$ cat config.mk
export PLATFORM = sky130hd
export DESIGN_NAME = seg14_scroll_scanner
export DESIGN_NICKNAME = d
export VERILOG_FILES = /design/src/rtl/seg14_pkg.sv /design/src/rtl/seg14_font_rom.sv /design/src/rtl/seg14_scroll_scanner.sv
export SDC_FILE = /design/constraint.sdc
export NUM_CORES = 1
export LEC_CHECK = 0
export ABC_AREA = 1
export CORE_ASPECT_RATIO = 1.2
export CORE_MARGIN = 3
export CORE_UTILIZATION = 50
export CTS_CLUSTER_DIAMETER = 150
export DETAILED_ROUTE_END_ITERATION = 6
export PLACE_DENSITY = 0.69
export SLEW_MARGIN = 10
export SYNTH_ARGS = -nofsm -noshare
export SYNTH_HDL_FRONTEND = slang
export SYNTH_SLANG_ARGS = --single-unit
export TNS_END_PERCENT = 50
$ cat constraint.sdc
create_clock -name clk -period 3.3 [get_ports clk]
set_input_delay 0.33 -clock clk [delete_from_list [all_inputs] [get_ports clk]]
set_output_delay 0.33 -clock clk [all_outputs]
set_load 0.01 [all_outputs]
$ cat src/rtl/seg14_pkg.sv
// seg14_pkg: shared widths, 14-segment glyph constants and the code-to-glyph decode.
// Segment bit order (bit 13 .. bit 0): a b c d e f g1 g2 h i j k l m.
//   h = upper-left diagonal, i = upper vertical, j = upper-right diagonal,
//   k = lower-left diagonal, l = lower vertical, m = lower-right diagonal.
package seg14_pkg;

    localparam int CHAR_W = 6;
    localparam int SEG_W  = 14;

    // Glyphs written as  abcdef_g1g2_hijklm
    localparam logic [SEG_W-1:0] SEG_SPACE = 14'b000000_00_000000;
    localparam logic [SEG_W-1:0] SEG_A     = 14'b111011_11_000000;
    localparam logic [SEG_W-1:0] SEG_B     = 14'b111100_01_010010;
    localparam logic [SEG_W-1:0] SEG_C     = 14'b100111_00_000000;
    localparam logic [SEG_W-1:0] SEG_D     = 14'b111100_00_010010;
    localparam logic [SEG_W-1:0] SEG_E     = 14'b100111_11_000000;
    localparam logic [SEG_W-1:0] SEG_F     = 14'b100011_10_000000;
    localparam logic [SEG_W-1:0] SEG_G     = 14'b101111_01_000000;
    localparam logic [SEG_W-1:0] SEG_H     = 14'b011011_11_000000;
    localparam logic [SEG_W-1:0] SEG_I     = 14'b100100_00_010010;
    localparam logic [SEG_W-1:0] SEG_J     = 14'b011110_00_000000;
    localparam logic [SEG_W-1:0] SEG_K     = 14'b000011_10_001001;
    localparam logic [SEG_W-1:0] SEG_L     = 14'b000111_00_000000;
    localparam logic [SEG_W-1:0] SEG_M     = 14'b011011_00_101000;
    localparam logic [SEG_W-1:0] SEG_N     = 14'b011011_00_100001;
    localparam logic [SEG_W-1:0] SEG_O     = 14'b111111_00_000000;
    localparam logic [SEG_W-1:0] SEG_P     = 14'b110011_11_000000;
    localparam logic [SEG_W-1:0] SEG_Q     = 14'b111111_00_000001;
    localparam logic [SEG_W-1:0] SEG_R     = 14'b110011_11_000001;
    localparam logic [SEG_W-1:0] SEG_S     = 14'b101101_11_000000;
    localparam logic [SEG_W-1:0] SEG_T     = 14'b100000_00_010010;
    localparam logic [SEG_W-1:0] SEG_U     = 14'b011111_00_000000;
    localparam logic [SEG_W-1:0] SEG_V     = 14'b000011_00_001100;
    localparam logic [SEG_W-1:0] SEG_W_    = 14'b011011_00_000101;
    localparam logic [SEG_W-1:0] SEG_X     = 14'b000000_00_101101;
    localparam logic [SEG_W-1:0] SEG_Y     = 14'b000000_00_101010;
    localparam logic [SEG_W-1:0] SEG_Z     = 14'b100100_00_001100;
    localparam logic [SEG_W-1:0] SEG_0     = 14'b111111_00_001100;
    localparam logic [SEG_W-1:0] SEG_1     = 14'b011000_00_001000;
    localparam logic [SEG_W-1:0] SEG_2     = 14'b110110_11_000000;
    localparam logic [SEG_W-1:0] SEG_3     = 14'b111100_01_000000;
    localparam logic [SEG_W-1:0] SEG_4     = 14'b011001_11_000000;
    localparam logic [SEG_W-1:0] SEG_5     = 14'b100101_10_000001;
    localparam logic [SEG_W-1:0] SEG_6     = 14'b101111_11_000000;
    localparam logic [SEG_W-1:0] SEG_7     = 14'b111000_00_000000;
    localparam logic [SEG_W-1:0] SEG_8     = 14'b111111_11_000000;
    localparam logic [SEG_W-1:0] SEG_9     = 14'b111101_11_000000;

    // Codes 1..26 are letters, 32..41 are digits; everything else is blank.
    function automatic logic [SEG_W-1:0] seg14_font(input logic [CHAR_W-1:0] code);
        logic [SEG_W-1:0] seg;
        seg = SEG_SPACE;
        case (code)
            6'd1:  seg = SEG_A;
            6'd2:  seg = SEG_B;
            6'd3:  seg = SEG_C;
            6'd4:  seg = SEG_D;
            6'd5:  seg = SEG_E;
            6'd6:  seg = SEG_F;
            6'd7:  seg = SEG_G;
            6'd8:  seg = SEG_H;
            6'd9:  seg = SEG_I;
            6'd10: seg = SEG_J;
            6'd11: seg = SEG_K;
            6'd12: seg = SEG_L;
            6'd13: seg = SEG_M;
            6'd14: seg = SEG_N;
            6'd15: seg = SEG_O;
            6'd16: seg = SEG_P;
            6'd17: seg = SEG_Q;
            6'd18: seg = SEG_R;
            6'd19: seg = SEG_S;
            6'd20: seg = SEG_T;
            6'd21: seg = SEG_U;
            6'd22: seg = SEG_V;
            6'd23: seg = SEG_W_;
            6'd24: seg = SEG_X;
            6'd25: seg = SEG_Y;
            6'd26: seg = SEG_Z;
            6'd32: seg = SEG_0;
            6'd33: seg = SEG_1;
            6'd34: seg = SEG_2;
            6'd35: seg = SEG_3;
            6'd36: seg = SEG_4;
            6'd37: seg = SEG_5;
            6'd38: seg = SEG_6;
            6'd39: seg = SEG_7;
            6'd40: seg = SEG_8;
            6'd41: seg = SEG_9;
            default: seg = SEG_SPACE;
        endcase
        return seg;
    endfunction

endpackage

$ cat src/rtl/seg14_font_rom.sv
// seg14_font_rom: combinational character-code to 14-segment pattern decode.
module seg14_font_rom
    import seg14_pkg::*;
(
    input  logic [CHAR_W-1:0] code,
    output logic [SEG_W-1:0]  seg
);

    // Pure table lookup; the caller registers the result.
    assign seg = seg14_font(code);

endmodule

$ cat src/rtl/seg14_scroll_scanner.sv
// seg14_scroll_scanner: multiplexed 14-segment display driver with a writable
// message buffer and optional scrolling across the digits.
// Build option: define SEG14_DIM_EN to add the 4-bit bright input and PWM
// dimming of the digit selects (segments are never dimmed).
module seg14_scroll_scanner
    import seg14_pkg::*;
#(
    parameter int N_DIGITS    = 12,
    parameter int MSG_LEN     = 32,
    parameter int SCAN_DIV    = 1,
    parameter int SCROLL_FRMS = 64
) (
    input  logic                       clk,
    input  logic                       rst,
    input  logic                       wr_en,
    input  logic [$clog2(MSG_LEN)-1:0] wr_addr,
    input  logic [CHAR_W-1:0]          wr_char,
    input  logic                       scroll_en,
`ifdef SEG14_DIM_EN
    input  logic [3:0]                 bright,
`endif
    input  logic                       offset_clr,
    output logic [N_DIGITS-1:0]        sel,
    output logic [SEG_W-1:0]           segm,
    output logic                       frame_tick
);

    localparam int AW = $clog2(MSG_LEN);
    localparam int SW = AW + 1;
    localparam int DW = (N_DIGITS > 1) ? $clog2(N_DIGITS) : 1;
    localparam int CW = (SCAN_DIV > 1) ? $clog2(SCAN_DIV) : 1;
    localparam int FW = (SCROLL_FRMS > 1) ? $clog2(SCROLL_FRMS) : 1;

    logic [DW-1:0]     digit_reg, digit_next;
    logic [CW-1:0]     div_cnt_reg, div_cnt_next;
    logic [FW-1:0]     frame_cnt_reg, frame_cnt_next;
    logic [AW-1:0]     offset_reg, offset_next;
    logic              div_wrap;
    logic              last_digit;
    logic              frame_end;

    logic [CHAR_W-1:0] buf_reg [MSG_LEN];
    logic [SW-1:0]     rd_sum;
    logic [AW-1:0]     rd_idx;
    logic [CHAR_W-1:0] rd_char;
    logic [SEG_W-1:0]  rd_seg;
    logic [N_DIGITS-1:0] onehot;
    logic              dim_on;

    logic [N_DIGITS-1:0] sel_reg;
    logic [SEG_W-1:0]    segm_reg;
    logic                frame_tick_reg;

    assign div_wrap   = (div_cnt_reg == CW'(SCAN_DIV - 1));
    assign last_digit = (digit_reg == DW'(N_DIGITS - 1));
    assign frame_end  = div_wrap && last_digit;

    // Next-state for scan divider, digit, frame counter and scroll offset.
    // The offset only moves on a frame end so a frame never mixes two offsets.
    always_comb begin
        div_cnt_next   = div_cnt_reg;
        digit_next     = digit_reg;
        frame_cnt_next = frame_cnt_reg;
        offset_next    = offset_reg;

        if (div_wrap) begin
            div_cnt_next = '0;
            digit_next   = last_digit ? '0 : digit_reg + DW'(1);
        end else begin
            div_cnt_next = div_cnt_reg + CW'(1);
        end

        if (offset_clr) begin
            offset_next    = '0;
            frame_cnt_next = '0;
        end else if (frame_end) begin
            if (frame_cnt_reg == FW'(SCROLL_FRMS - 1)) begin
                frame_cnt_next = '0;
                if (scroll_en) begin
                    offset_next = (offset_reg == AW'(MSG_LEN - 1)) ? '0 : offset_reg + AW'(1);
                end
            end else begin
                frame_cnt_next = frame_cnt_reg + FW'(1);
            end
        end
    end

    // Counter state registers.
    always_ff @(posedge clk) begin
        if (rst) begin
            digit_reg     <= '0;
            div_cnt_reg   <= '0;
            frame_cnt_reg <= '0;
            offset_reg    <= '0;
        end else begin
            digit_reg     <= digit_next;
            div_cnt_reg   <= div_cnt_next;
            frame_cnt_reg <= frame_cnt_next;
            offset_reg    <= offset_next;
        end
    end

    // Message buffer: flat registers so reset can blank every entry at once.
    // Addresses at or beyond MSG_LEN match no entry and are dropped.
    always_ff @(posedge clk) begin
        for (int i = 0; i < MSG_LEN; i++) begin
            if (rst) begin
                buf_reg[i] <= '0;
            end else if (wr_en && (wr_addr == AW'(i))) begin
                buf_reg[i] <= wr_char;
            end
        end
    end

    // Buffer read index: offset+digit is below 2*MSG_LEN, so one conditional
    // subtract is an exact modulo for any MSG_LEN.
    assign rd_sum  = SW'(offset_reg) + SW'(digit_reg);
    assign rd_idx  = (rd_sum >= SW'(MSG_LEN)) ? AW'(rd_sum - SW'(MSG_LEN)) : AW'(rd_sum);
    assign rd_char = buf_reg[rd_idx];

    seg14_font_rom u_font_rom (
        .code (rd_char),
        .seg  (rd_seg)
    );

    // One-hot decode of the current digit.
    generate
        for (genvar gi = 0; gi < N_DIGITS; gi++) begin : g_sel
            assign onehot[gi] = (digit_reg == DW'(gi));
        end
    endgenerate

`ifdef SEG14_DIM_EN
    logic [3:0] pwm_cnt_reg;

    // Free-running PWM phase; selects are enabled for bright+1 of 16 phases.
    always_ff @(posedge clk) begin
        if (rst) begin
            pwm_cnt_reg <= '0;
        end else begin
            pwm_cnt_reg <= pwm_cnt_reg + 4'd1;
        end
    end

    assign dim_on = (pwm_cnt_reg <= bright);
`else
    assign dim_on = 1'b1;
`endif

    // Output registers: everything the pads see lands together, one cycle
    // after the digit state that produced it. A write to the address being
    // read this cycle is not visible until the next read of that address.
    always_ff @(posedge clk) begin
        if (rst) begin
            sel_reg        <= '0;
            segm_reg       <= '0;
            frame_tick_reg <= 1'b0;
        end else begin
            sel_reg        <= dim_on ? onehot : '0;
            segm_reg       <= rd_seg;
            frame_tick_reg <= frame_end;
        end
    end

    assign sel        = sel_reg;
    assign segm       = segm_reg;
    assign frame_tick = frame_tick_reg;

endmodule

==> results of run 1 <==
[report_power, final]
part	internal [mW]	total, mW	leakage [nW]	switching (mW)
clock network	1.56	2.74	0.376	1.18
logic	0.342	1.05	2.96	0.709
registers	3.37	3.41	2.18	0.0463
[worst reg2reg max path, cell delays in order, from the launching register on]
cell and delay (ns):
sky130_fd_sc_hd__dfxtp_2 0.38, sky130_fd_sc_hd__ha_4 0.14, sky130_fd_sc_hd__inv_1 0.05, sky130_fd_sc_hd__fa_2 0.60
sky130_fd_sc_hd__buf_4 0.17, sky130_fd_sc_hd__clkbuf_16 0.21, sky130_fd_sc_hd__nand3_1 0.10, sky130_fd_sc_hd__nand3_1 0.12
sky130_fd_sc_hd__nand3_1 0.10, sky130_fd_sc_hd__nand3_1 0.18, sky130_fd_sc_hd__nand2_2 0.18, sky130_fd_sc_hd__buf_4 0.21
sky130_fd_sc_hd__nor2_4 0.14, sky130_fd_sc_hd__inv_2 0.08, sky130_fd_sc_hd__a21oi_4 0.19, sky130_fd_sc_hd__o21ai_1 0.11
sky130_fd_sc_hd__nand2_1 0.06
[per-stage QoR]
step           worst slack (ns)  cell area (um2)
5_1_grt                 -0.0559            13400
2_1_floorplan             0.282            11800
4_1_cts                  0.0356            13300
3_3_place_gp              0.187            12500
3_5_place_dp              0.117            12500
6_report                  0.205            13400
[repair_timing]
item                                    CTS  global route
gates resized for setup                   0             9
buffers inserted                          0             1
endpoints found under the setup margin    0            12
hold endpoints to repair                  0             0
hold buffers                              0             0
[final timing paths]
path	startpoint	to	slack (ns)	cells after the start
max reg2reg	offset_reg[0]	segm[7]	0.21	16
min reg2reg	frame_cnt_reg[2]	frame_cnt_reg[2]	0.47	2
max	offset_reg[0]	segm[7]	0.21	16
min	frame_cnt_reg[2]	frame_cnt_reg[2]	0.47	2
[cells in the mapped netlist, drive strengths merged]
cell type,number
a21boi,2
a21oi,20
a31oi,1
buf,43
clkbuf,31
clkinv,1
conb,1
dfxtp,43
edfxtp,192
fa,1
ha,18
inv,109
nand2,396
nand3,154
nand4,3
nor2,280
nor3,6
nor3b,1
o211ai,3
o21ai,63
o22ai,8
or2,1
xnor2,3
xor2,1
[per-layer routing]
layer	vias up	part of all wire [%]	global-route usage [%]
met5	-	0	0
met4	0	3.3	8.78
met1	4366	39	29.4
met3	74	8.6	3.78
met2	469	49	39.7
li1	4537	-	-
[cell type report]
class,instances,area [um2],share of cell area [%]
clock buffers,32,652,4.88
clock inverters,12,130,0.973
well taps,315,394,2.95
repair buffers,78,801,5.99
inverters,110,425,3.18
flip-flops and latches,235,6630,49.6
multi-input cells,962,4340,32.5
[logic make-up (layout without fill, tap and decap cells)]
logic type,count (synthesis),after routing
xor gates and xnor gates,4,4
adders and majority gates,19,19
other,1,1
AOI/OAI and AO/OA,97,97
buffers and inverters,184,232
DFF,235,235
and+or+nand+nor,841,841
==> flow_summary_export.csv, run 1 <==
group,metric,value,unit
run_status,status,"finished clean",
routing,drt-initial-drc-count,982,
cells_and_area,largest_reg_flops,192,
pwr,vdd_ir_drop_max,0.377,mV
synthesis,synth-compound-area-share,4.44,%
synthesis,dominant_combinational_cell_family_by_area_after_synthesis,"simple AND/OR/NAND/NOR gates",
synthesis,post_synth_xor_area_fraction,0.455,%
cells_and_area,mostFrequentLayoutCell,"sky130_fd_sc_hd__nand2_1",
cells_and_area,final_layout_size_suffix_gt1_share,8.05,%
cells_and_area,antenna-diode-count,0,
die,die_h,174,um
routing,vias_per_cell,5.42,
timing,max_slew.worst_pin.slew,1.16,ns
synthesis,synthesis.nets,1416,
worst_setup_path,data_arrival_time_of_the_critical_path,3.58,ns
global_routing,grt_pass1_wl,47.4,mm
routing,wl,30.7,mm
synthesis,synth_seq_area_share,56.1,%
global_routing,grtUsageTotal,23.1,%
placed_design,post-place-cells,1697,
global_routing,first_global_vias,9008,
global_routing,maximum_number_of_pins_on_one_net_before_global_route_repair,49,
synthesis,synth.area.top_cells,"sky130_fd_sc_hd__edfxtp_1 49%, sky130_fd_sc_hd__nand2_1 12%, sky130_fd_sc_hd__nor2_1 8.7%, sky130_fd_sc_hd__dfxtp_1 7.3%, sky130_fd_sc_hd__nand3_1 6.3%",
pwr,power.leakage,5.51,nW
timing,min_period_over_period,93.8,%
die,rows,61,
routing,dr_total_vias,9446,
worst_setup_path,timing.critical_path.cells,"ha_4 -> inv_1 -> fa_2 -> buf_4 -> clkbuf_16 -> nand3_1 -> nand3_1 -> nand3_1 -> nand3_1 -> nand2_2 -> buf_4 -> nor2_4 -> inv_2 -> a21oi_4 -> o21ai_1 -> nand2_1",
cts,cts.reportedPaths.clkPinSlew,0.06,ns
timing,rsz0062_at_grt,"yes",
worst_setup_path,crit_path_max_incr_delay,0.60,ns
routing,drt_pass1_iterations,5,
cts,cts_root_buf,"sky130_fd_sc_hd__clkbuf_16",
pwr,p_per_area,539,nW/um2
synthesis,netlist_instances,1381,
worst_setup_path,worst_setup_path_category,"reg -> reg",
die,die_area,25500,um2
synthesis,netlist.area_leader.share,48.8,%
worst_setup_path,critical-path-slowest-cell,"sky130_fd_sc_hd__fa_2",
timing,max_slew_margin,21.8,%
worst_setup_path,crit_path_start_kind,"flop",
cells_and_area,fill_cells,2078,
cts,cts_htree_levels,1,
synthesis,avgSynthCellArea,8.55,um2
cts,cts_made_buffers,25,
die,die_width,146,um
timing,timing.final.max_slew_violations,0,
die,core_area,23200,um2
routing,post_route_drc_violation_count,0,
global_routing,grt.overflow.total,0,
flow_run,timing.max_cap.violations,0,
cts,clkSinkCount,235,
synthesis,yosys.area_share.simple,29.4,%
cells_and_area,final_cell_count_no_fill,1744,
placed_design,detailed_place_hpwl,20.3,mm
cells_and_area,nNetsFinal,1447,
worst_setup_path,worst_path_dominant_cell_family,"simple AND/OR/NAND/NOR gates",
cts,clockBufferDepth,3,
timing,hold_slack,0.474,ns
synthesis,synth-seq-cells,235,
die,initial_core_util,50.9,%
min_path,hold_class,"reg -> reg",
global_routing,antenna_violations_before_repair,0,
synthesis,synth_area,11800,um2
timing,final_period_minus_worst_setup_slack,3.09,ns
worst_setup_path,timing.critical_path.buf_inv,5,
routing,routed_wire_length_per_instance,17.6,um
cts,insertion_delay,0.54,ns
timing,timing.final.hold_violations,0,
cells_and_area,final_cell_mix,"385 x sky130_fd_sc_hd__nand2_1, 274 x sky130_fd_sc_hd__nor2_1, 192 x sky130_fd_sc_hd__edfxtp_1, 146 x sky130_fd_sc_hd__nand3_1, 94 x sky130_fd_sc_hd__inv_1",
synthesis,synth-adder-area-share,2.08,%
cells_and_area,final_util,57.6,%
timing,max_clock_freq,323,MHz
synthesis,post_synth_num_cell_types,43,
routing,antenna_left,0,
cts,tritoncts,"built",
worst_setup_path,crit_path_max_fanout,24,
timing,setup_total_negative_slack,0,ns
synthesis,synth.area.mux_share,0,%
placed_design,globalplace.congestion,0.917,
synthesis,synth-warning-count,0,
synthesis,synthDominantAreaCellType,"sky130_fd_sc_hd__edfxtp_1",
placed_design,buffer_ports.inserted,42,
worst_setup_path,cp-end-kind,"flop",
timing,fin_skew,0.0125,ns
worst_setup_path,critical_path.most_common_cell,"sky130_fd_sc_hd__nand3_1",
die,number_of_primary_i_o_pins,43,
timing,timing.final.setup_violations,0,
worst_setup_path,worst-endpoint-required,3.78,ns
cells_and_area,syn2layout_area_growth,13.2,%
pwr,p_total,7.20,mW
Note: power is estimated with default switching activity, not from simulation.
==> inputs of run 2 (changes only) <==
--- a/config.mk
+++ b/config.mk
@@ -11,6 +11,8 @@
 export CORE_UTILIZATION = 50
 export CTS_CLUSTER_DIAMETER = 150
 export DETAILED_ROUTE_END_ITERATION = 6
+export GPL_TIMING_DRIVEN = 1
+export MAX_ROUTING_LAYER = met4
 export PLACE_DENSITY = 0.69
 export SLEW_MARGIN = 10
 export SYNTH_ARGS = -nofsm -noshare
==> flow_summary_export.csv, run 2 (synthesized netlist as in run 1, its figures left out) <==
group,metric,value,unit
run_status,status,"finished clean",
routing,drt-initial-drc-count,907,
worst_setup_path,critical_path.most_common_cell,"sky130_fd_sc_hd__nand2_1",
die,rows,61,
placed_design,buffer_ports.inserted,42,
cts,clockBufferDepth,3,
timing,setup_total_negative_slack,0,ns
cts,cts_root_buf,"sky130_fd_sc_hd__clkbuf_16",
flow_run,timing.max_cap.violations,0,
timing,timing.final.setup_violations,0,
routing,dr_total_vias,9502,
routing,routed_wire_length_per_instance,17.7,um
die,die_width,146,um
timing,max_slew_margin,27.7,%
cells_and_area,layout.area.seq,6630,um2
cts,tritoncts,"built",
routing,post_route_drc_violation_count,0,
cts,clkSinkCount,235,
cells_and_area,nNetsFinal,1446,
routing,vias_per_cell,5.45,
worst_setup_path,crit_path_max_fanout,15,
global_routing,maximum_number_of_pins_on_one_net_before_global_route_repair,51,
worst_setup_path,critical-path-slowest-cell,"sky130_fd_sc_hd__fa_2",
worst_setup_path,worst_setup_path_category,"reg -> reg",
global_routing,antenna_violations_before_repair,0,
pwr,p_total,7.09,mW
timing,timing.final.max_slew_violations,0,
die,initial_core_util,50.9,%
global_routing,grtUsageTotal,24.2,%
worst_setup_path,crit_path_max_incr_delay,0.63,ns
timing,timing.final.hold_violations,0,
worst_setup_path,cp-end-kind,"flop",
die,die_h,174,um
worst_setup_path,worst-endpoint-required,3.71,ns
routing,wl,30.8,mm
min_path,hold_class,"reg -> reg",
worst_setup_path,timing.critical_path.buf_inv,5,
routing,antenna_left,0,
worst_setup_path,timing.critical_path.cells,"ha_4 -> inv_1 -> fa_2 -> inv_4 -> buf_12 -> nand3_1 -> nand2_1 -> nand2_1 -> nand2_1 -> nand2_1 -> nand3_1 -> o21ai_4 -> inv_1 -> ha_2 -> inv_1 -> nand2_1 -> nand2_1 -> nor2_1 -> o21ai_1 -> a21boi_1",
global_routing,gr-usage-met3,2.97,%
cells_and_area,mostFrequentLayoutCell,"sky130_fd_sc_hd__nand2_1",
die,die_area,25500,um2
cells_and_area,final_cell_mix,"385 x sky130_fd_sc_hd__nand2_1, 274 x sky130_fd_sc_hd__nor2_1, 192 x sky130_fd_sc_hd__edfxtp_1, 146 x sky130_fd_sc_hd__nand3_1, 94 x sky130_fd_sc_hd__inv_1",
timing,min_period_over_period,94.0,%
placed_design,globalplace.congestion,0.930,
cts,cts.reportedPaths.clkPinSlew,0.06,ns
global_routing,grt.overflow.total,0,
cts,insertion_delay,0.53,ns
die,number_of_primary_i_o_pins,43,
cells_and_area,antenna-diode-count,0,
global_routing,first_global_vias,9195,
global_routing,busiest_layer,"met2",
cts,hold_buffers,0,
timing,max_clock_freq,322,MHz
pwr,power.leakage,5.51,nW
cells_and_area,largest_reg_flops,192,
global_routing,grt.met2_usage,40.9,%
cells_and_area,area_of_combinational_cells_with_multiple_inputs,4350,um2
cells_and_area,fill_cells,2112,
cells_and_area,syn2layout_area_growth,13.3,%
timing,fin_skew,0.0100,ns
pwr,p_per_area,530,nW/um2
worst_setup_path,worst_path_dominant_cell_family,"adder cells",
cells_and_area,final_layout_size_suffix_gt1_share,7.77,%
die,core_area,23200,um2
timing,max_slew.worst_pin.slew,1.07,ns
cells_and_area,final_util,57.7,%
placed_design,detailed_place_hpwl,20.1,mm
pwr,vdd_ir_drop_max,0.357,mV
timing,hold_slack,0.479,ns
global_routing,globalRouteMet1Util,30.6,%
cts,cts_htree_levels,1,
cts,cts_made_buffers,25,
routing,drt_pass1_iterations,6,
timing,final_period_minus_worst_setup_slack,3.10,ns
worst_setup_path,data_arrival_time_of_the_critical_path,3.51,ns
global_routing,grt_pass1_wl,48.4,mm
worst_setup_path,crit_path_start_kind,"flop",
run 2: cell types whose count changed in the layout (fill, tap and decap cells not counted), moves of 2 or more:
cell,change
sky130_fd_sc_hd__buf_4,-6
sky130_fd_sc_hd__clkbuf_1,+4
sky130_fd_sc_hd__buf_12,+2
sky130_fd_sc_hd__buf_6,+2
sky130_fd_sc_hd__clkinv_1,-2
sky130_fd_sc_hd__clkinv_2,+2
sky130_fd_sc_hd__clkinvlp_4,-2
sky130_fd_sc_hd__o21ai_1,+2
sky130_fd_sc_hd__o21ai_2,-2
run 2: worst reg2reg max path: cells and delay by family, from the launching register on:
kind                     cells  cell delay [ns]
buffers and inverters        5             0.51
flip-flops                   1             0.36
adder cells (fa/ha/maj)      3             0.99
AO/OA/AOI/OAI                3             0.36
AND/OR/NAND/NOR              9             0.77
run 2: area by class of cell:
class / count / area share, %
tap: 315 / 2.95
timing repair buffer: 77 / 6.30
multi-input combinational: 962 / 32.5
sequential: 235 / 49.5
clock inverter: 8 / 0.505
clock buffer: 36 / 4.99
inverter: 110 / 3.20
run 2: worst paths after layout:
check	startpoint	to	slack [ns]	cells after the start
worst max-delay path	offset_reg[0]	segm[1]	0.20	20
worst min-delay path	frame_cnt_reg[2]	frame_cnt_reg[2]	0.48	2
worst min register to register	frame_cnt_reg[2]	frame_cnt_reg[2]	0.48	2
worst max register to register	offset_reg[0]	segm[1]	0.20	20
run 2: metrics by stage:
step	setup slack (ns)	instance area (um2)	cells
2_1_floorplan	0.282	11800	1381
3_3_place_gp	0.224	12500	1694
3_5_place_dp	0.161	12500	1694
4_1_cts	0.119	13200	1738
5_1_grt	-0.0250	13400	1743
6_report	0.199	13400	1743
run 2: repair_timing:
action	in CTS	in global routing
endpoints found under the hold margin	0	0
buffers inserted	0	2
endpoints found under the setup margin	0	11
gates resized for setup	0	14
run 2: power by group:
group	internal [mW]	switching (mW)	total, mW
clock	1.48	1.13	2.60
sequential	3.37	0.0466	3.41
combinational	0.353	0.720	1.07
run 2: layer usage:
layer,vias to the layer above,share of wire (%)
met3,87,8.0
met1,4445,39
met4,0,3.2
met2,433,50
met5,-,0
li1,4537,-
==> inputs of run 3 (changes only) <==
--- a/config.mk
+++ b/config.mk
@@ -7,7 +7,6 @@
 export LEC_CHECK = 0
 export ABC_AREA = 1
 export CORE_ASPECT_RATIO = 1.2
-export CORE_MARGIN = 3
 export CORE_UTILIZATION = 50
 export CTS_CLUSTER_DIAMETER = 150
 export DETAILED_ROUTE_END_ITERATION = 6
==> flow_summary_export.csv, run 3 (synthesized netlist as in run 1, its figures left out) <==
group,metric,value,unit
run_status,status,"finished clean",
cells_and_area,antenna-diode-count,0,
placed_design,buffer_ports.inserted,42,
cts,hold_buffers,0,
routing,post_route_drc_violation_count,0,
die,rows,61,
routing,wl,29.7,mm
min_path,hold_class,"reg -> reg",
global_routing,grtUsageTotal,26.0,%
die,die_area,24200,um2
timing,setup_total_negative_slack,0,ns
routing,routed_wire_length_per_instance,16.9,um
worst_setup_path,worst-endpoint-required,3.77,ns
cts,cts.reportedPaths.clkPinSlew,0.06,ns
pwr,seq_power_share,46.8,%
timing,timing.final.max_slew_violations,0,
pwr,cellInternalPower,5.39,mW
timing,max_clock_freq,320,MHz
cts,clkSinkCount,235,
routing,vias_per_cell,5.37,
cells_and_area,largest_reg_flops,192,
pwr,p_per_area,542,nW/um2
cells_and_area,mostFrequentLayoutCell,"sky130_fd_sc_hd__nand2_1",
worst_setup_path,crit_path_start_kind,"flop",
pwr,vdd_ir_drop_max,0.413,mV
cts,insertion_delay,0.53,ns
placed_design,globalplace.congestion,0.939,
cts,tritoncts,"built",
die,die_width,142,um
timing,final_period_minus_worst_setup_slack,3.12,ns
cts,clockBufferDepth,3,
timing,rsz0062_at_grt,"yes",
routing,drt_pass1_iterations,7,
pwr,power.leakage,5.61,nW
pwr,power.clock.fraction,38.9,%
routing,dr_total_vias,9430,
die,number_of_primary_i_o_pins,43,
worst_setup_path,timing.critical_path.from,"digit_reg[0]",
global_routing,maximum_number_of_pins_on_one_net_before_global_route_repair,52,
cells_and_area,final_layout_size_suffix_gt1_share,8.88,%
global_routing,first_global_vias,8951,
cells_and_area,final_instance_area,13500,um2
die,core_area,23200,um2
cts,cts_made_buffers,25,
die,initial_core_util,50.9,%
placed_design,dpl-instance-area,12600,um2
pwr,p_total,7.29,mW
timing,min_period_over_period,94.6,%
worst_setup_path,cp-end-kind,"flop",
worst_setup_path,crit_path_max_fanout,18,
cts,cts_root_buf,"sky130_fd_sc_hd__clkbuf_16",
worst_setup_path,worst_setup_path_category,"reg -> reg",
timing,timing.final.setup_violations,0,
cells_and_area,area_of_combinational_cells_with_multiple_inputs,4320,um2
placed_design,detailed_place_hpwl,20.1,mm
worst_setup_path,data_arrival_time_of_the_critical_path,3.59,ns
flow_run,timing.max_cap.violations,0,
timing,max_slew.worst_pin.slew,1.05,ns
global_routing,grt_pass1_wl,46.5,mm
pwr,p_sw_share,26.1,%
cells_and_area,fill_cells,2074,
global_routing,grt.overflow.total,0,
timing,fin_skew,0.0107,ns
pwr,switching_power,1.90,mW
routing,antenna_left,0,
cells_and_area,nNetsFinal,1459,
worst_setup_path,r2r_startpoint,"digit_reg[0]",
global_routing,antenna_violations_before_repair,0,
timing,timing.final.hold_violations,0,
cts,cts_htree_levels,1,
cells_and_area,syn2layout_area_growth,13.9,%
min_path,hp-start,"frame_cnt_reg[2]",
timing,max_slew_margin,29.4,%
pwr,power.combinational.fraction,14.3,%
die,die_h,170,um
routing,drt-initial-drc-count,772,
cells_and_area,layout.area.seq,6630,um2
cells_and_area,final_cell_mix,"385 x sky130_fd_sc_hd__nand2_1, 274 x sky130_fd_sc_hd__nor2_1, 192 x sky130_fd_sc_hd__edfxtp_1, 147 x sky130_fd_sc_hd__nand3_1, 98 x sky130_fd_sc_hd__inv_1",
==> run 3: path summary, 6_finish.rpt <==
check,endpoint,slack [ns],depth (start not counted)
worst max-delay path,segm[0],0.18,21
worst min-delay path,frame_cnt_reg[2],0.48,2
worst min register to register,frame_cnt_reg[2],0.48,2
worst max register to register,segm[0],0.18,21
==> run 3: per-layer routing <==
layer	track usage, %	routed length (um)	vias up
li1	-	-	4564
met1	30.4	11500	4406
met2	44.4	15000	368
met3	2.90	2070	92
met4	12.8	1260	0
met5	-	0	-
==> run 3: final cells by class <==
type / count / share of cell area [%]
tap: 315 / 2.93
clock inverter: 9 / 0.530
inverter: 110 / 3.16
sequential: 235 / 49.2
multi-input combinational: 962 / 32.1
timing repair buffer: 90 / 6.35
clock buffer: 35 / 5.66
==> run 3: power groups by stage <==
stage | registers (mW) | clock network, mW | logic [mW]
3_5_place_dp | 3.47 | 0 | 1.03
2_1_floorplan | 3.48 | 0 | 0.679
5_1_grt | 3.43 | 2.95 | 1.15
3_3_place_gp | 3.47 | 0 | 1.02
4_1_cts | 3.41 | 2.85 | 1.03
6_report | 3.41 | 2.84 | 1.04
==> run 3: what timing repair did <==
action | CTS | global route
resized for setup | 0 | 6
setup buffers | 0 | 0
setup endpoints to repair | 0 | 7
endpoints found under the hold margin | 0 | 0
==> run 3: metrics by stage <==
step           hold WS, ns  worst slack (ns)  std cells  util (%)
3_5_place_dp         0.479             0.120       1712      54.3
3_3_place_gp         0.468             0.196       1712      54.3
4_1_cts              0.487            0.0900       1756      57.9
5_1_grt              0.517           -0.0374       1756      58.0
2_1_floorplan        0.402             0.282       1381         -
6_report             0.484             0.180       1756      58.0
==> run 3: critical path, cell delays in order, from the launching register on <==
cell and delay, ns:
sky130_fd_sc_hd__dfxtp_1 0.38, sky130_fd_sc_hd__ha_4 0.15, sky130_fd_sc_hd__inv_1 0.04, sky130_fd_sc_hd__fa_2 0.59, sky130_fd_sc_hd__inv_2 0.08, sky130_fd_sc_hd__buf_12 0.16
sky130_fd_sc_hd__nand3_1 0.12, sky130_fd_sc_hd__nand2_1 0.11, sky130_fd_sc_hd__nand2_1 0.10, sky130_fd_sc_hd__nand3_1 0.07, sky130_fd_sc_hd__nand3_1 0.13, sky130_fd_sc_hd__nand2_2 0.07
sky130_fd_sc_hd__inv_1 0.12, sky130_fd_sc_hd__ha_1 0.22, sky130_fd_sc_hd__inv_1 0.08, sky130_fd_sc_hd__nor2_2 0.22, sky130_fd_sc_hd__nand2_1 0.10, sky130_fd_sc_hd__o21ai_1 0.08
sky130_fd_sc_hd__nand2_1 0.06, sky130_fd_sc_hd__nand2_1 0.06, sky130_fd_sc_hd__nand2_1 0.05, sky130_fd_sc_hd__nand2_1 0.06
==> RTL change 1 (config.mk and constraints of run 3) <==
The option `SEG14_DIM_EN` is turned on by a define.
--- a/src/rtl/seg14_scroll_scanner.sv
+++ b/src/rtl/seg14_scroll_scanner.sv
@@ -2,6 +2,8 @@
 // message buffer and optional scrolling across the digits.
 // Build option: define SEG14_DIM_EN to add the 4-bit bright input and PWM
 // dimming of the digit selects (segments are never dimmed).
+`define SEG14_DIM_EN
+
 module seg14_scroll_scanner
     import seg14_pkg::*;
 #(
Interface: changed (added bright); port bits go from 43 to 47. The function was not compared with the original's and may differ.
==> RTL change 1 against run 3 <==
Synthesized area increased by 0.18%; worst setup slack got worse by 2.3 ps; count of clock-buffer cells in the layout decreased by 7; global-route usage increased by 0.22 points; power increased by 3.5%; cell count increased by 0.97%; cell area increased by 2.2%; core utilization increased by 1.3 points; non-clock buffer count increased by 7; wire length increased by 1.5%; sequential cell count increased by 4; die area increased by 0.18%.
==> RTL change 1: results (changes against run 3) <==
----------------------------------------------------
[Outcome]
  Result of the run ... completed

[Critical path]
  Worst Reg-to-Reg Cells ... 21 (unchanged)
  Data arrival time of the critical path ... 3550 ps (-40 ps)
  Largest stage delay, worst path ... 560 ps (-30 ps)

[Route]
  Number of DRC markers after the initial detailed-route iteration ... 669 (-13%)
  Detailed-routing iteration count for the pre-antenna-repair pass ... 5 (-2)
  Routed wire length per instance ... 17.0 um (+0.52%)
  Via count ... 9594 (+1.7%)

[Synthesis]
  Most used standard cells in the synthesized netlist ... nand2_1, nor2_1, edfxtp_1
  Total nets after synthesis ... 1429 (+0.92%)
  Distinct cell type count after synthesis ... 35 (-19%)
  Mean post-synth cell area ... 8.54 um^2 (-0.18%)
  Cell types with the largest area share after synthesis ... edfxtp_1, nand2_1, nor2_1, dfxtp_1, nand3_1
  Register area share after synthesis ... 56.7% (+0.58 points)
  Area share of xor/xnor cells in the synthesized design ... 0.677% (+0.22 points)

[Pwr]
  Peak supply drop ... 0.000427 V (+3.2%)
  Combinational Power Share ... 14.6% (+0.3 points)
  Comb power ... 1.10 mW (+6%)
  Switching pwr ... 1.97 mW (+3.3%)
  Leakage power ... 5.62 nW (+0.23%)
  Sequential cell power ... 3.47 mW (+2%)

[Cells and area]
  Count of placed standard cells in the final layout, fillers left out ... 1773 (+0.97%)
  Filler cell count ... 2110 (+1.7%)
  # nets final ... 1482 (+1.6%)
  Fraction of layout cells with a size suffix above 1 ... 9.33% (+0.45 points)

[Placed design]
  Number of placed cells counting well taps ... 1719 (+0.41%)
  # port buffers ... 46 (+9.5%)
  DP HPWL ... 20100 um (+0.18%)
  Gpl congestion ... 0.948 (+0.98%)
  Cell area reported after detailed placement ... 0.0127 mm^2 (+0.73%)

[STA]
  Worst-margin pin slew ... 963 ps (-85.8 ps)
  Max Clock Skew ... 13.5 ps (+2.81 ps)
  Worst hold margin ... 464 ps (-20.2 ps)

[Global route]
  Via count of the first global-routing pass ... 9311 (+4.0%)
  Largest net degree at the start of global routing ... 42 (-19%)
  Wire length of the first global-routing pass ... 47800 um (+2.8%)

[Clocking]
  Number of gates resized after CTS ... 1 (+1)

[Worst hold path]
  Number of cells on the worst hold path ... 1 (-1)

----------------------------------------------------
==> RTL change 1: cell types whose count changed after synthesis, sizes merged, moves of 3 or more <==
cell,before,now
ha,18,22
xor2,1,5
clkbuf,31,34
nand2,396,361
o211ai,3,0
dfxtp,43,47
o21ai,63,77
o22ai,8,2
nand3,154,162
nor2,280,313
inv,109,94
buf,43,38
==> RTL change 1: metal layers <==
| metal | routed length, um | up-vias | share of wire (%) | track usage [%] |
|---|---|---|---|---|
| met4 | 1160 | 0 | 3.9 | 11.2 |
| met3 | 2180 | 89 | 7.2 | 2.91 |
| met5 | 0 | - | 0 | - |
| met1 | 11600 | 4458 | 39 | 30.7 |
| met2 | 15200 | 408 | 50 | 45.5 |
| li1 | - | 4639 | - | - |
==> RTL change 1: area by class of cell <==
class,instances,area (um^2),area share [%]
sequential,239,6710,48.8
multi-input combinational,981,4430,32.2
timing repair buffer,97,977,7.10
clock buffer,28,637,4.63
tap,315,394,2.87
inverter,94,370,2.69
clock inverter,18,234,1.70
timing repair inverter,1,8.76,0.0637
==> RTL change 1: stage by stage <==
stage          setup slack, ps  util [%]  setup TNS, ps
2_1_floorplan              295         -              0
3_3_place_gp              54.0      54.7              0
3_5_place_dp              12.2      54.7              0
4_1_cts                   33.8      58.5              0
5_1_grt                  -11.7      59.3          -19.5
6_report                   177      59.3              0
==> RTL change 1: worst max-delay path, delay by kind of cell, from the launching register on <==
kind / cells / cell delay (ps)
flops: 1 / 340
compound gates: 1 / 110
buf+inv: 4 / 440
fa+ha+maj: 3 / 970
simple gates: 13 / 1160
==> RTL change 1: worst paths after layout <==
check                                      start                to
worst max-delay path                digit_reg[0]           segm[0]
worst max register to register      digit_reg[0]           segm[0]
worst min-delay path            frame_cnt_reg[4]  frame_cnt_reg[4]
worst min register to register  frame_cnt_reg[4]  frame_cnt_reg[4]
==> RTL change 2 (settings of run 3) <==
Made on the original files. Put one more register stage on the output `sel`, with the module's reset. The value now appears one clock later. The other outputs are not delayed to match.
--- a/src/rtl/seg14_scroll_scanner.sv
+++ b/src/rtl/seg14_scroll_scanner.sv
@@ -162,7 +162,13 @@
         end
     end
 
-    assign sel        = sel_reg;
+    always_ff @(posedge clk) begin
+        if (rst) begin
+            sel <= '0;
+        end else begin
+            sel <= sel_reg;
+        end
+    end
     assign segm       = segm_reg;
     assign frame_tick = frame_tick_reg;
 
Formal check against the unedited RTL: not equivalent (a bounded check fails within 4 cycles, from zero or initial values and one cycle with rst high).
==> RTL change 2 against run 3 <==
Power is 3.6% higher; worst hold slack got worse by 85 ps; synthesized area increased by 2.3%; fmax is 0.21% lower; wire length shrank 2.1%; worst setup slack lost 6.6 ps; sequential cell count increased by 12; cell count grew 3.9%; cell area up 3.9%; clock power grew 3%.
==> RTL change 2: results (changes against run 3) <==
----------------------------------------------------
[Route]
  Met2 routed WL ... 14900 um (-0.40%)
  Met3 layer wire length in the routed design ... 1930 um (-6.9%)
  Number of DRC markers after the initial detailed-route iteration ... 715 (-7.4%)
  WL final ... 29100 um (-2.1%)
  Vias/cell ... 5.23 (-2.6%)
  Detailed-route wire length on metal 1 ... 11300 um (-1.5%)
  Detailed-routing iteration count for the pre-antenna-repair pass ... 5 (-2)

[Outcome]
  Result of the run ... completed

[STA]
  Worst-margin pin slew ... 939 ps (-110 ps)
  Max Clock Skew ... 13.6 ps (+2.97 ps)

[Global route]
  Met1 usage ... 29.6% (-0.72 points)
  Met2 Resource Use GR ... 42.3% (-2.1 points)
  Total routing usage reported by global routing ... 24.7% (-1.2 points)
  Met3 Resource Use GR ... 2.82% (-0.073 points)
  Via count of the first global-routing pass ... 8984 (+0.37%)
  Wire length of the first global-routing pass ... 45700 um (-1.6%)
  Largest net degree at the start of global routing ... 60 (+15%)

[Synthesis]
  Distinct cell type count after synthesis ... 34 (-21%)
  Warnings, synthesis ... 0 (unchanged)
  Cell types with the largest area share after synthesis ... edfxtp_1, nand2_1, nor2_1, dfxtp_1, nand3_1
  Register bit total from synthesis ... 247 (+5.1%)
  Most used standard cells in the synthesized netlist ... nand2_1, nor2_1, edfxtp_1
  Register area share after synthesis ... 56.8% (+0.73 points)

[Cells and area]
  Clock tree cell share of total cell area ... 6.14% (-0.052 points)
  Multi-input comb cells ... 987 (+2.6%)
  Inverter count ... 131 (+19%)
  Fraction of layout cells with a size suffix above 1 ... 9.14% (+0.26 points)
  Number of clock buffers in the layout ... 32 (-8.6%)
  Buffers, non-clock ... 100 (+11%)
  Number of antenna repair diodes ... 0 (unchanged)
  Signal buffers share of area ... 7.05% (+0.70 points)
  Reg area ... 0.00687 mm^2 (+3.7%)
  Number of flip-flops in the largest register ... 192 (unchanged)
  Combined area of the multi-input logic cells ... 0.00437 mm^2 (+1.1%)
  # nets final ... 1527 (+4.7%)
  Filler cell count ... 2087 (+0.63%)

[Clocking]
  Clock root buffer ... clkbuf_16
  Max clock buf depth ... 3 (unchanged)
  Clock latency reported for the late side of the worst-skew pair ... about 520 ps

[Critical path]
  Worst path top cell family by delay ... simple AND/OR/NAND/NOR gates
  Largest stage delay, worst path ... 680 ps (+90 ps)
  Biggest fanout along the worst timing path ... 14 (-4)
  FF-to-FF Start ... digit_reg[0]
  Worst Reg-to-Reg Cells ... 17 (-19%)
  Reg-to-reg endpoint ... segm[12]
  Data arrival time of the critical path ... 3590 ps (about the same)

[Pwr]
  Peak supply drop ... 0.000374 V (-9.5%)
  Leakage power ... 5.86 nW (+4.5%)

[Placed design]
  Gpl congestion ... 0.931 (-0.81%)
  Worst-case setup slack after placement ... 52.2 ps (-67.3 ps)
  DP HPWL ... 19600 um (-2.4%)

[Worst hold path]
  Hold WC Path Type ... reg2reg
  Worst hold start ... sel_reg[9]
  Hold Path End ... sel[9]

----------------------------------------------------
[RTL change 2: cell count changes in the layout (fill, tap and decap cells not counted), sizes merged, moves of 2 or more]
cell    before  now
nor2       280  307
inv        109  131
dfxtp       43   55
nand3      154  163
buf         48   56
nand2      396  388
o22ai        8    0
nor3         6   12
nand4        3    0
a21oi       20   22
and3         0    2
bufinv       1    3
[RTL change 2: kinds of logic after synthesis]
family | count (synthesis) | synth area share [%]
other cells | 1 | 0.0310
compound gates | 90 | 3.84
fa+ha+maj | 19 | 2.03
xor+xnor | 3 | 0.280
simple gates | 874 | 29.4
buf+inv | 206 | 7.55
flops | 247 | 56.8
[RTL change 2: worst max-delay path by stage]
| stage | startpoint | endpoint | slack (ps) |
|---|---|---|---|
| finish | digit_reg[0] | segm[12] | 170 |
| global route | digit_reg[0] | segm[9] | -30 |
| CTS | digit_reg[0] | segm[12] | 10 |
| detailed placement | digit_reg[0] | segm[12] | 50 |
| global placement | digit_reg[0] | segm[12] | 110 |
| floorplan | digit_reg[0] | segm[11] | 200 |
[RTL change 2: metrics by stage]
step | util, % | hold WS, ps | power [mW] | cell area [um^2] | instances
2_1_floorplan | - | 388 | 4.29 | 12100 | 1440
3_3_place_gp | 55.3 | 391 | 4.63 | 13000 | 1776
3_5_place_dp | 55.3 | 392 | 4.64 | 13000 | 1776
4_1_cts | 59.0 | 401 | 7.54 | 13800 | 1821
5_1_grt | 59.7 | 423 | 7.84 | 14000 | 1825
6_report | 59.7 | 399 | 7.56 | 14000 | 1825
[RTL change 2: what timing repair did]
item,CTS,global route
setup endpoints to repair,0,13
buffers inserted,0,2
gates resized for setup,0,25
[RTL change 2: where the power goes]
part           internal [mW]  switching [mW]
clock                   1.76            1.17
sequential              3.51          0.0447
combinational          0.373           0.697
